**src/rtl/buzzer_tone_seq_if.sv**
```systemverilog
// Control/status bundle for the buzzer tone sequencer: start/abort request,
// run-time tone configuration, and busy/done/pwm status back to the requester.
interface buzzer_tone_seq_if #(
    parameter int DIV_W  = 20,
    parameter int TIME_W = 16,
    parameter int CNT_W  = 8
);
    logic              start;
    logic              abort;
    logic [DIV_W-1:0]  half_period;
    logic [TIME_W-1:0] on_time;
    logic [TIME_W-1:0] off_time;
    logic [CNT_W-1:0]  repeat_count;
    logic              busy;
    logic              done;
    logic              pwm_out;

    modport master (
        output start, abort, half_period, on_time, off_time, repeat_count,
        input  busy, done, pwm_out
    );

    modport slave (
        input  start, abort, half_period, on_time, off_time, repeat_count,
        output busy, done, pwm_out
    );
endinterface

```
**src/rtl/buzzer_tone_seq.sv**
```systemverilog
// Burst buzzer: square wave of programmable half-period, gated into N beeps of
// on_time ticks separated by off_time ticks of silence.
module buzzer_tone_seq #(
    parameter int CLOCK_FREQ = 100_000_000,
    parameter int TICK_HZ    = 1000,
    parameter int DIV_W      = 20,
    parameter int TIME_W     = 16,
    parameter int CNT_W      = 8
) (
    input  logic               clk,
    input  logic               reset_n,
    buzzer_tone_seq_if.slave   bus
);

    localparam int TICK_DIV = CLOCK_FREQ / TICK_HZ;
    localparam int PRE_W    = (TICK_DIV > 1) ? $clog2(TICK_DIV) : 1;
    localparam logic [PRE_W-1:0] PRE_MAX = PRE_W'(TICK_DIV - 1);

    typedef enum logic [1:0] {
        IDLE = 2'd0,
        TONE = 2'd1,
        GAP  = 2'd2
    } state_t;

    state_t            state_q, state_d;
    logic [PRE_W-1:0]  pre_q;
    logic [TIME_W-1:0] dur_q;
    logic [DIV_W-1:0]  div_q;
    logic [CNT_W-1:0]  beep_q;
    logic [DIV_W-1:0]  hp_q;
    logic [TIME_W-1:0] on_q, off_q;
    logic [CNT_W-1:0]  rep_q;
    logic              pwm_q, done_q;

    logic              tick, phase_end;
    logic              accept, enter_tone, enter_gap, done_d;
    logic [DIV_W-1:0]  tone_hp;
    logic [TIME_W-1:0] tone_on;

    assign tick      = (pre_q == PRE_MAX);
    assign phase_end = tick && (dur_q == TIME_W'(1));

    // A tone entered straight from IDLE must use the config being latched now.
    assign tone_hp = accept ? bus.half_period : hp_q;
    assign tone_on = accept ? bus.on_time     : on_q;

    always_comb begin
        // NOTE: every signal gets a default first so no path can infer a latch.
        state_d    = state_q;
        accept     = 1'b0;
        enter_tone = 1'b0;
        enter_gap  = 1'b0;
        done_d     = 1'b0;
        unique case (state_q)
            IDLE: begin
                if (bus.start && !bus.abort) begin
                    accept = 1'b1;
                    if (bus.half_period == '0 || bus.on_time == '0 ||
                        bus.repeat_count == '0) begin
                        done_d = 1'b1;
                    end else begin
                        state_d    = TONE;
                        enter_tone = 1'b1;
                    end
                end
            end
            TONE: begin
                if (bus.abort) begin
                    state_d = IDLE;
                end else if (phase_end) begin
                    if (beep_q + 1'b1 == rep_q) begin
                        state_d = IDLE;
                        done_d  = 1'b1;
                    end else if (off_q == '0) begin
                        enter_tone = 1'b1;
                    end else begin
                        state_d   = GAP;
                        enter_gap = 1'b1;
                    end
                end
            end
            GAP: begin
                if (bus.abort) begin
                    state_d = IDLE;
                end else if (phase_end) begin
                    state_d    = TONE;
                    enter_tone = 1'b1;
                end
            end
            default: state_d = IDLE;
        endcase
    end

    // NOTE: sequential state uses non-blocking assignments only, so every
    // register samples pre-edge values regardless of statement order.
    always_ff @(posedge clk or negedge reset_n) begin
        if (!reset_n) state_q <= IDLE;
        else          state_q <= state_d;
    end

    always_ff @(posedge clk or negedge reset_n) begin
        if (!reset_n) begin
            pre_q  <= '0;
            dur_q  <= '0;
            div_q  <= '0;
            beep_q <= '0;
            hp_q   <= '0;
            on_q   <= '0;
            off_q  <= '0;
            rep_q  <= '0;
            pwm_q  <= 1'b0;
            done_q <= 1'b0;
        end else begin
            done_q <= done_d;

            if (accept) begin
                hp_q   <= bus.half_period;
                on_q   <= bus.on_time;
                off_q  <= bus.off_time;
                rep_q  <= bus.repeat_count;
                beep_q <= '0;
            end else if (state_q == TONE && phase_end && !bus.abort) begin
                beep_q <= beep_q + 1'b1;
            end

            // Every state entry restarts the prescaler and forces silence.
            if (enter_tone) begin
                pre_q <= '0;
                dur_q <= tone_on;
                div_q <= tone_hp - 1'b1;
                pwm_q <= 1'b0;
            end else if (enter_gap) begin
                pre_q <= '0;
                dur_q <= off_q;
                pwm_q <= 1'b0;
            end else if (state_d == IDLE) begin
                pre_q <= '0;
                dur_q <= '0;
                div_q <= '0;
                pwm_q <= 1'b0;
            end else begin
                pre_q <= tick ? '0 : pre_q + 1'b1;
                if (tick) dur_q <= dur_q - 1'b1;
                if (state_q == TONE) begin
                    if (div_q == '0) begin
                        pwm_q <= ~pwm_q;
                        div_q <= hp_q - 1'b1;
                    end else begin
                        div_q <= div_q - 1'b1;
                    end
                end
            end
        end
    end

    assign bus.busy    = (state_q != IDLE);
    assign bus.done    = done_q;
    assign bus.pwm_out = pwm_q;

endmodule

```
**src/flat_wrapper.sv**
```systemverilog
// flat-port wrapper written by rule: the top's interface ports become plain ports
module buzzer_tone_seq_flat 
#(
    parameter int CLOCK_FREQ = 100_000_000,
    parameter int TICK_HZ    = 1000,
    parameter int DIV_W      = 20,
    parameter int TIME_W     = 16,
    parameter int CNT_W      = 8
)
  (clk, reset_n, bus_start, bus_abort, bus_half_period, bus_on_time, bus_off_time, bus_repeat_count, bus_busy, bus_done, bus_pwm_out);
  buzzer_tone_seq_if #(.DIV_W(DIV_W), .TIME_W(TIME_W), .CNT_W(CNT_W)) bus_i ();
  input  logic clk;
  input  logic reset_n;
  input wire logic [$bits(bus_i.start)-1:0] bus_start;
  input wire logic [$bits(bus_i.abort)-1:0] bus_abort;
  input wire logic [$bits(bus_i.half_period)-1:0] bus_half_period;
  input wire logic [$bits(bus_i.on_time)-1:0] bus_on_time;
  input wire logic [$bits(bus_i.off_time)-1:0] bus_off_time;
  input wire logic [$bits(bus_i.repeat_count)-1:0] bus_repeat_count;
  output wire logic [$bits(bus_i.busy)-1:0] bus_busy;
  output wire logic [$bits(bus_i.done)-1:0] bus_done;
  output wire logic [$bits(bus_i.pwm_out)-1:0] bus_pwm_out;
  assign bus_i.start = bus_start;
  assign bus_i.abort = bus_abort;
  assign bus_i.half_period = bus_half_period;
  assign bus_i.on_time = bus_on_time;
  assign bus_i.off_time = bus_off_time;
  assign bus_i.repeat_count = bus_repeat_count;
  assign bus_busy = bus_i.busy;
  assign bus_done = bus_i.done;
  assign bus_pwm_out = bus_i.pwm_out;
  buzzer_tone_seq #(.CLOCK_FREQ(CLOCK_FREQ), .TICK_HZ(TICK_HZ), .DIV_W(DIV_W), .TIME_W(TIME_W), .CNT_W(CNT_W)) u_core (.clk(clk), .reset_n(reset_n), .bus(bus_i));
endmodule
```
**config.mk**
```make
export PLATFORM = sky130hd
export DESIGN_NAME = buzzer_tone_seq_flat
export DESIGN_NICKNAME = d
export VERILOG_FILES = /design/src/rtl/buzzer_tone_seq_if.sv /design/src/rtl/buzzer_tone_seq.sv /design/src/flat_wrapper.sv
export SDC_FILE = /design/constraint.sdc
export NUM_CORES = 1
export LEC_CHECK = 0
export BUFFER_PORTS_ARGS = -buffer_cell sky130_fd_sc_hd__buf_4
export CAP_MARGIN = 20
export CORE_ASPECT_RATIO = 0.9
export CORE_MARGIN = 5
export CORE_UTILIZATION = 55
export DETAILED_ROUTE_END_ITERATION = 16
export GPL_TIMING_DRIVEN = 0
export HOLD_SLACK_MARGIN = 0.15
export PLACE_DENSITY = 0.77
export SKIP_CTS_REPAIR_TIMING = 1
export SYNTH_ARGS = -nofsm -noshare
export SYNTH_HDL_FRONTEND = slang
export SYNTH_SLANG_ARGS = --single-unit
```
**constraint.sdc**
```tcl
create_clock -name clk -period 5.04 [get_ports clk]
set_clock_uncertainty 0.2 [all_clocks]
set_input_delay 0.252 -clock clk [delete_from_list [all_inputs] [get_ports clk]]
set_output_delay 0.252 -clock clk [all_outputs]
set_load 0.02 [all_outputs]
```
==> summary.txt <==
Floorplan
  • Die area: between 0.015 and 0.02 mm²
  • Initial Util: roughly 56%
  • I/O pin cnt: 67
  • Placeable Area: between 0.01 and 0.015 mm²
  • Row cnt: 40
  • Die Span Y: around 120 µm
  • Die W: 132.5 µm

Final layout
  • Final #Nets: 1102
  • Register area: about 0.0031 mm²
  • Fin area: around 0.0094 mm²
  • Share of layout cells above drive strength 1: 13.30%
  • Antenna cells: 0
  • Area Growth Syn to Fin: 26.90%
  • Core Util, Final: 70.81%
  • Fillers: 1064
  • Area of the multi-input gates: 0.004048 mm²

Synthesis
  • Syn Nets: 953
  • Sequential cell area fraction in the yosys report: between 40% and 50%
  • Synth cell types: between 70 and 80
  • Synth top area share: approximately 42%
  • Yosys warns: 0
  • EDFF count, synth: 0
  • Async set-reset flop share out of synthesis: 100.0%
  • Post-synthesis cell count: just under 900
  • Syn_area_per_cell: about 8.4 µm²
  • Largest cells by area after synthesis: dfrtp_1, nand2_1, nor2_1, mux2i_1, o21ai_0
  • Area leader, netlist: dfrtp_1
  • Most used DFF post-synth: dfrtp_1
  • Synthesized area: 0.007428 mm²
  • FF+latch count, synth: roughly 130

Clock tree
  • Longest Clk Path Bufs: 2
  • Num CTS Buffers: 17
  • TritonCTS clock tree: built
  • Clk sinks: about 130
  • Clock latency on the worst-skew pair: between 0.4 and 0.5 ns
  • H-tree levels: 4
  • Clk root buf: clkbuf_16
  • Worst-path clk slew: approximately 0.06 ns

Placed design
  • GPL Wtd Cong: ~0.97
  • Post-DP HPWL: 15300 µm
  • Place WS: around 0.76 ns
  • Post-DP Area: 0.008165 mm²
  • Input/output buffers: between 60 and 70

GRT
  • First-pass GRT wire length: between 30000 and 40000 µm
  • Vias in the first global route: around 7000
  • Antenna violations before repair: 0
  • Largest net degree at the start of global routing: 85
  • GRT overflow: 0
  • GRT Total Usage: 27.78%

STA
  • Tcrit/Tclk final: 90.64%
  • Max Fclk: between 200 and 250 MHz
  • Fin. max-slew vios: 0
  • Rel. slew slack: between 40% and 50%
  • Min Clock Period, post-route: around 4.6 ns
  • Finish-stage setup viols: 0
  • Slew @ Worst Pin: 0.8926 ns
  • Worst Slack Setup Final: approximately 0.47 ns
  • Setup TNS: 0 ns
  • Final hold vios: 0
  • RSZ-0062 raised after global routing: false

Worst setup path
  • CP endpoint: u_core.div_q[14]$_DFFE_PN0P_
  • Reg2Reg Setup Slack: roughly 0.52 ns
  • CP Class: input port to register
  • Worst EP arrival: between 4 and 5 ns
  • Crit end category: register
  • Worst setup startpoint: bus_abort
  • Worst R2R End: u_core.div_q[14]$_DFFE_PN0P_
  • Worst setup SP type: input port
  • CP max FO: 10
  • Worst reg-to-reg path cell count: 12
  • Critical Path RT: slightly above 5 ns
  • R2r startpoint: u_core.state_q[0]$_DFF_PN0_

Pwr
  • P per Cell Area: approximately 410 mW/mm²
  • Design Power: ~3.8 mW
  • Lkg Pwr: 4.288 nW
  • VDD IR-drop max: between 0.2 and 0.3 mV

Outcome
  • Status: finished clean

Route
  • Remaining routing DRC violations: 0
  • DR iter-0 viols: between 900 and 1000
  • Post-DR vias/cell: around 6.2
  • DRT Pass-1 Iters: 6
  • Final wirelength: approximately 23000 µm
  • Drt wl/cell: around 19 µm
  • Remaining antenna violation count: 0
  • Via count: roughly 7500

Flow run
  • Max-cap violations: 0

Worst hold path
  • HP Class: input port to asynchronous set/reset pin
area by class of cell:
type | instances | area share, %
Clock buffer | 18 | 4.553
Sequential cell | 125 | 33.18
Clock inverter | 14 | 2.190
Buffer | 37 | 1.765
Multi-Input combinational cell | 698 | 42.94
Timing Repair Buffer | 130 | 12.22
Inverter | 23 | 0.9158
Tap cell | 168 | 2.230
registers in the layout, summed over array words and instances, names as in the netlist:
name                flops
u_core.state_q          2
u_core.rep_q            8
u_core.div_q           20
u_core.on_q            16
u_core.off_q           16
u_core.beep_q           8
u_core.bus.pwm_out      1
u_core.pre_q           17
u_core.bus.done         1
u_core.hp_q            20
u_core.dur_q           16
power breakdown:
part / internal [mW] / total [mW] / switching [mW] / leakage, nW
logic: 0.478 / 1.17 / 0.689 / 2.35
registers: 1.15 / 1.32 / 0.170 / 1.62
clock network: 0.840 / 1.33 / 0.490 / 0.312
total: 2.47 / 3.82 / 1.35 / 4.29
cells by family after synthesis:
group                      count (synthesis)  synth area share [%]
AOI/OAI and AO/OA                        174                 16.25
xor gates and xnor gates                  40                 4.716
buffers and inverters                     60                 3.402
adders and majority gates                  6                 1.011
muxes                                     24                 3.284
DFF                                      125                 42.11
and+or+nand+nor                          454                 29.22
synth_stat cells, types with 8 or more instances:
cell type and count:
a221oi_1 8, nor3_1 24, o211ai_1 11, mux2i_1 21
o21ai_0 42, or2_2 8, nand3_1 22, xnor2_1 22
a21oi_1 33, or3_1 18, buf_2 10, nor2_1 98
dfrtp_1 125, clkbuf_1 21, and2_1 11, xor2_1 18
and3_1 12, nand2_1 190, nand4_1 15, o221ai_1 11
nor4_1 23, a31oi_1 9, inv_1 22
stage by stage:
stage               cells  hold slack [ns]
floorplan             883          -0.2436
global placement     1117           0.2427
detailed placement   1118        -0.002216
CTS                  1150          -0.4513
global route         1213           0.1661
finish               1213           0.1136
metal layers:
layer	global-route usage, %	part of all wire [%]
met1	36.89	41
met4	10.91	3.3
met2	44.20	47
met5	0	0
met3	6.739	8.5
placed cells by master (no fill, tap or decap), drive strengths merged, types with 8 or more instances in the layout:
cell type / count
or2: 9
xnor2: 22
nand4: 15
a221oi: 8
dfrtp: 125
nand3: 22
and3: 12
mux2i: 21
o21ai: 45
inv: 29
o211ai: 11
nor2: 99
dlygate4sd3: 62
a211oi: 8
nand2: 190
xor2: 18
nor3: 25
a31oi: 9
nor4: 25
or3: 18
buf: 83
and2: 11
a21oi: 33
clkbuf: 40
o221ai: 11
worst min-delay path by stage:
stage	start	endpoint	slack, ns	depth (start not counted)
global placement	bus_off_time[4]	u_core.off_q[4]$_DFFE_PN0P_	0.24	3
floorplan	reset_n	u_core.beep_q[0]$_DFFE_PN0P_	-0.24	0
finish	reset_n	u_core.pre_q[9]$_DFF_PN0_	0.11	2
CTS	reset_n	u_core.pre_q[10]$_DFF_PN0_	-0.45	1
detailed placement	reset_n	u_core.pre_q[10]$_DFF_PN0_	-0.002	1
global route	reset_n	u_core.pre_q[13]$_DFF_PN0_	0.17	2
critical path, stage by stage:
cell and delay [ns]:
dlygate4sd3_1 0.55, buf_4 0.16, nor4b_1 0.60, clkbuf_1 0.60
clkbuf_1 0.65, clkbuf_1 0.47, nand2_1 0.09, and2_1 0.16
ha_1 0.26, nand4bb_1 0.28, nor2_1 0.10, xnor2_1 0.20
nor2_1 0.06, a221o_1 0.25
Power figures use the tool's default switching activity.
